**src/rtl/qam_fir_scheduler.sv**
```systemverilog
// Symbol FIFO plus zero-stuffing sequencer feeding the I/Q pulse-shaping FIR pair.
// One symbol sample per OSR filter samples; the delay line is flushed with zeros at burst end or underrun.
module qam_fir_scheduler #(
    parameter int SYM_W      = 3,
    parameter int OUT_W      = 8,
    parameter int OSR        = 100,
    parameter int SAMPLE_DIV = 4,
    parameter int FIFO_DEPTH = 4,
    parameter int FLUSH_SYMS = 2
) (
    input  logic                    axi_clk,
    input  logic                    axi_rst,
    input  logic                    enable,
    input  logic                    s_valid,
    output logic                    s_ready,
    input  logic signed [SYM_W-1:0] s_i,
    input  logic signed [SYM_W-1:0] s_q,
    input  logic                    s_last,
    output logic                    fir_valid,
    output logic signed [OUT_W-1:0] fir_i,
    output logic signed [OUT_W-1:0] fir_q,
    output logic                    fir_sym,
    output logic                    busy,
    output logic                    underrun,
    input  logic                    clr_underrun
);
    localparam int DIV_W = $clog2(SAMPLE_DIV);
    localparam int PH_W  = $clog2(OSR);
    localparam int AW    = $clog2(FIFO_DEPTH);
    localparam int FL_W  = $clog2(FLUSH_SYMS + 1);

    typedef struct packed {
        logic             last;
        logic [SYM_W-1:0] i;
        logic [SYM_W-1:0] q;
    } sym_t;

    typedef enum logic [1:0] {IDLE, RUN, FLUSH} state_t;

    function automatic logic signed [OUT_W-1:0] sext(input logic [SYM_W-1:0] v);
        return {{(OUT_W-SYM_W){v[SYM_W-1]}}, v};
    endfunction

    state_t            state;
    logic [DIV_W-1:0]  div_cnt;
    logic [PH_W-1:0]   ph;
    logic [FL_W-1:0]   fl_cnt;
    logic              fl_last;
    logic              last_pend;

    sym_t              mem [FIFO_DEPTH];
    logic [AW-1:0]     wr_ptr, rd_ptr;
    logic [AW:0]       count, count_nxt;
    sym_t              head;
    logic              wr, pop, empty;

    logic              strobe, slot, fl_done;
    logic [PH_W-1:0]   ph_nxt;

    assign strobe  = (div_cnt == DIV_W'(SAMPLE_DIV - 1));
    assign slot    = (ph == '0);
    assign ph_nxt  = (ph == PH_W'(OSR - 1)) ? '0 : ph + 1'b1;
    assign fl_done = ((fl_cnt + 1'b1) == FL_W'(FLUSH_SYMS));
    assign wr      = s_valid && s_ready;
    assign empty   = (count == '0);
    assign head    = mem[rd_ptr];

    // Pop decision is shared by the FIFO pointers and the sequencer below.
    always_comb begin
        pop = 1'b0;
        if (strobe && enable && !empty) begin
            case (state)
                IDLE:    pop = 1'b1;
                RUN:     pop = slot && !last_pend;
                FLUSH:   pop = slot && !fl_last && !fl_done;
                default: pop = 1'b0;
            endcase
        end
    end

    always_comb begin
        count_nxt = count;
        if (wr && !pop)      count_nxt = count + 1'b1;
        else if (!wr && pop) count_nxt = count - 1'b1;
    end

    always_ff @(posedge axi_clk) begin
        if (wr) mem[wr_ptr] <= {s_last, s_i, s_q};
    end

    always_ff @(posedge axi_clk or posedge axi_rst) begin
        if (axi_rst) begin
            wr_ptr  <= '0;
            rd_ptr  <= '0;
            count   <= '0;
            s_ready <= 1'b0;
            div_cnt <= '0;
        end else begin
            if (wr)  wr_ptr <= wr_ptr + 1'b1;
            if (pop) rd_ptr <= rd_ptr + 1'b1;
            count   <= count_nxt;
            s_ready <= (count_nxt != (AW+1)'(FIFO_DEPTH));
            div_cnt <= strobe ? '0 : div_cnt + 1'b1;
        end
    end

    always_ff @(posedge axi_clk or posedge axi_rst) begin
        if (axi_rst) begin
            state     <= IDLE;
            ph        <= '0;
            fl_cnt    <= '0;
            fl_last   <= 1'b0;
            last_pend <= 1'b0;
            fir_valid <= 1'b0;
            fir_sym   <= 1'b0;
            fir_i     <= '0;
            fir_q     <= '0;
            busy      <= 1'b0;
            underrun  <= 1'b0;
        end else begin
            fir_valid <= 1'b0;
            fir_sym   <= 1'b0;
            // A set later in this block overrides the clear.
            if (clr_underrun) underrun <= 1'b0;
            if (strobe) begin
                case (state)
                    IDLE: begin
                        if (pop) begin
                            fir_valid <= 1'b1;
                            fir_sym   <= 1'b1;
                            fir_i     <= sext(head.i);
                            fir_q     <= sext(head.q);
                            last_pend <= head.last;
                            ph        <= PH_W'(1);
                            state     <= RUN;
                            busy      <= 1'b1;
                        end
                    end
                    RUN: begin
                        fir_valid <= 1'b1;
                        ph        <= ph_nxt;
                        if (pop) begin
                            fir_sym   <= 1'b1;
                            fir_i     <= sext(head.i);
                            fir_q     <= sext(head.q);
                            last_pend <= head.last;
                        end else begin
                            fir_i <= '0;
                            fir_q <= '0;
                            if (slot) begin
                                state   <= FLUSH;
                                fl_cnt  <= '0;
                                fl_last <= last_pend;
                                if (!last_pend && enable) underrun <= 1'b1;
                            end
                        end
                    end
                    FLUSH: begin
                        if (slot && fl_done) begin
                            state     <= IDLE;
                            busy      <= 1'b0;
                            ph        <= '0;
                            fl_cnt    <= '0;
                            last_pend <= 1'b0;
                        end else begin
                            fir_valid <= 1'b1;
                            ph        <= ph_nxt;
                            if (pop) begin
                                fir_sym   <= 1'b1;
                                fir_i     <= sext(head.i);
                                fir_q     <= sext(head.q);
                                last_pend <= head.last;
                                state     <= RUN;
                            end else begin
                                fir_i <= '0;
                                fir_q <= '0;
                                if (slot) fl_cnt <= fl_cnt + 1'b1;
                            end
                        end
                    end
                    default: state <= IDLE;
                endcase
            end
        end
    end
endmodule

```
**config.mk**
```make
export PLATFORM = sky130hd
export DESIGN_NAME = qam_fir_scheduler
export DESIGN_NICKNAME = d
export VERILOG_FILES = /design/src/rtl/qam_fir_scheduler.sv
export SDC_FILE = /design/constraint.sdc
export NUM_CORES = 1
export LEC_CHECK = 0
export CAP_MARGIN = 15
export CORE_ASPECT_RATIO = 1.1
export CORE_MARGIN = 2
export CORE_UTILIZATION = 57
export CTS_BUF_LIST = sky130_fd_sc_hd__clkbuf_8
export DETAILED_ROUTE_END_ITERATION = 12
export GPL_TIMING_DRIVEN = 1
export MAX_ROUTING_LAYER = met4
export PLACE_DENSITY = 0.91
export SETUP_SLACK_MARGIN = 0.5
export SYNTH_ARGS = -nofsm -noshare
export SYNTH_HDL_FRONTEND = slang
export SYNTH_SLANG_ARGS = --single-unit
export TNS_END_PERCENT = 50
```
**constraint.sdc**
```tcl
create_clock -name axi_clk -period 4.55 [get_ports axi_clk]
set_clock_uncertainty 0.2 [all_clocks]
set_input_delay 0.455 -clock axi_clk [delete_from_list [all_inputs] [get_ports axi_clk]]
set_output_delay 0.455 -clock axi_clk [all_outputs]
set_load 0.005 [all_outputs]
```
==> results.cfg <==
[route]
wl_mm = 6.24
vias = 2024
vias_per_cell = 5.62
wl_per_cell_um = 17.3
drt_iter0_markers = 180
postRouteAntennaNets = 0
dr.pass1.iters = 4
drc = 0

[die]
die_w_um = 74.0
start_util = 0.581
die_h_um = 81.0
rows = 28
die-area_um2 = 5990
core_area_um2 = 5290
num_io_pins = 33

[layout]
register_area_um2 = 1670
drive_gt1_frac = 0.133
antenna_cells = 0
multi_input_area_um2 = 1190
fillers = 364
final_common_cell = dfrtp_1
nets = 308
layout_common_cells = 33 x dfrtp_1, 32 x clkdlybuf4s50_1, 28 x edfxtp_1, 24 x inv_1, 24 x nand2_1
area_growth_pct = 15.5

[yosys]
yosys.area_share.simple = 0.125
synth-seq-area-share = 0.543
synth.top_cells.by_area = edfxtp_1 27%, dfrtp_1 27%, ha_1 6.5%
ys_ff_latch = 61
synth_top_family_by_area = simple AND/OR/NAND/NOR gates
ys.flop_type = dfrtp_1
synthCells = 254
synth-compound-area-share = 0.116
synth_fa_ha_area_frac = 0.0652
async_reset_ff_frac = 0.541
muxShareOfSynthArea = 0.0615
syn-num-nets = 282
synth_xor_area_frac = 0.0200
synth_edf_count = 28
yosysWarnings = 0
synth_top_area_frac = 0.274
syn-cell-area_um2 = 3070
yosys.area.top_type = edfxtp_1
avgSynthCellArea_um2 = 12.1
ys_types = 52

[setup_path]
critPathLaunchType = flop
worstSetupEndpointType = flop
critPathRequiredTime_ns = 4.61
cpMostUsedCell = inv_1
arrival_ns = 2.66
cp_slowest_cell = dfrtp_1
crit_type = reg2reg
slowest_delay_ns = 0.42
worstPathMaxFanout = 10
crit_chain = inv_1 > ha_1 > inv_1 > a41oi_1 > o41ai_1 > or2_2 > o31ai_1

[status]
outcome = finished, final reports clean

[clock_network]
cts_tree = yes
htree_levels = 3
insertion_delay_ns = 0.35
holdBufCountCts = 0
cts_buffers = 9
path_clk_slew_ns = 0.07
clk_path_buf_depth = 2
cts_resized = 0
clockRootBuffer = clkbuf_8
cts_sinks = 61
post_cts_buffers = 0

[timing]
final-max-slew-violation-count = 0
rsz0062_at_grt = false
setup_violations = 0
tightest_slew_ns = 0.985
slew_headroom = 0.334
fmax_mhz = 384
period_share = 0.572
hold_violations = 0
setup_tns_ns = 0
period_needed_ns = 2.60

[global_route]
grt_pass1_vias = 2058
antenna_found_initial = 0
track_usage = 0.241
gr-total-overflow = 0
grt_pass1_wl_mm = 10.1
grt_start_max_net_pins = 34

[power_and_ir_drop]
ir_drop_v = 0.000280
power.density_nw_per_um2 = 378
p_leak_nw = 1.42
total_power_mw = 1.34

[min_path]
min_path_type = reg2reg

[placed_design]
dpl.hpwl_mm = 4.02
io_buffers = 32
gp_congestion = 0.966

[job]
drv_cap = 0
==> synthesized netlist by cell type (6+ instances only) <==
cell type,count
dfrtp_1,33
o21ai_2,6
a21oi_1,13
inv_1,24
nand2_1,24
mux4_2,7
o21ai_0,6
edfxtp_1,28
and3_1,7
nor2_1,6
buf_4,10
ha_1,16
==> critical path: cells and delay by family, from the launching register on <==
family / cells / cell delay [ns]
buffers and inverters: 2 / 0.27
and+or+nand+nor: 1 / 0.38
AOI/OAI and AO/OA: 3 / 0.84
DFF: 1 / 0.42
adders and majority gates: 1 / 0.40
==> logic make-up after synthesis <==
| group | after synthesis |
|---|---|
| muxes | 10 |
| DFF | 61 |
| adders and majority gates | 16 |
| and+or+nand+nor | 68 |
| buffers and inverters | 42 |
| AOI/OAI and AO/OA | 50 |
| xor gates and xnor gates | 7 |
==> sequential cells by signal, summed over array words and instances (netlist names), 2 cells and up <==
| name | count |
|---|---|
| fir_q | 3 |
| count | 3 |
| mem | 28 |
| fir_i | 3 |
| wr_ptr | 2 |
| div_cnt | 2 |
| rd_ptr | 2 |
| fl_cnt | 2 |
| state | 2 |
| ph | 7 |
==> power breakdown <==
part	internal (mW)	total (mW)	switching, mW
sequential	0.659	0.701	0.0419
combinational	0.0871	0.215	0.128
clock	0.198	0.427	0.229
total	0.944	1.34	0.398
==> cell type report <==
type | instances | share of cell area
clock buffer | 9 | 0.0349
timing repair buffer | 33 | 0.0924
tap | 75 | 0.0265
clock inverter | 7 | 0.0145
sequential | 61 | 0.470
multi-input combinational | 151 | 0.337
inverter | 24 | 0.0254
==> layer usage <==
layer | GRT usage | share of wire | vias up
met1 | 0.276 | 0.38 | 976
met5 | - | 0 | -
met3 | 0.0521 | 0.047 | 14
met4 | 0.118 | 0.014 | 0
met2 | 0.398 | 0.56 | 69
li1 | - | - | 965
==> stage by stage <==
stage	utilization	cells	area [um^2]	worst slack, ns	hold WS, ns
after CTS	0.671	360	3550	1.97	0.234
final	0.671	360	3550	1.95	0.234
after detailed placement	0.637	344	3370	1.84	0.224
after global placement	0.637	344	3370	1.86	0.215
after global routing	0.671	360	3550	1.82	0.253
after floorplan	-	254	3070	2.16	0.203
==> final timing paths <==
check                           start          to  slack, ns  cells past startpoint
max                          state[1]       ph[5]       1.95                      7
min                        div_cnt[0]  div_cnt[0]       0.23                      1
max reg2reg                  state[1]       ph[5]       1.95                      7
min reg2reg                div_cnt[0]  div_cnt[0]       0.23                      1
max in group asynchronous     axi_rst  div_cnt[1]       3.55                      3
min in group asynchronous     axi_rst       ph[1]       0.30                      3
No activity file was read; power rests on OpenSTA's default activity.
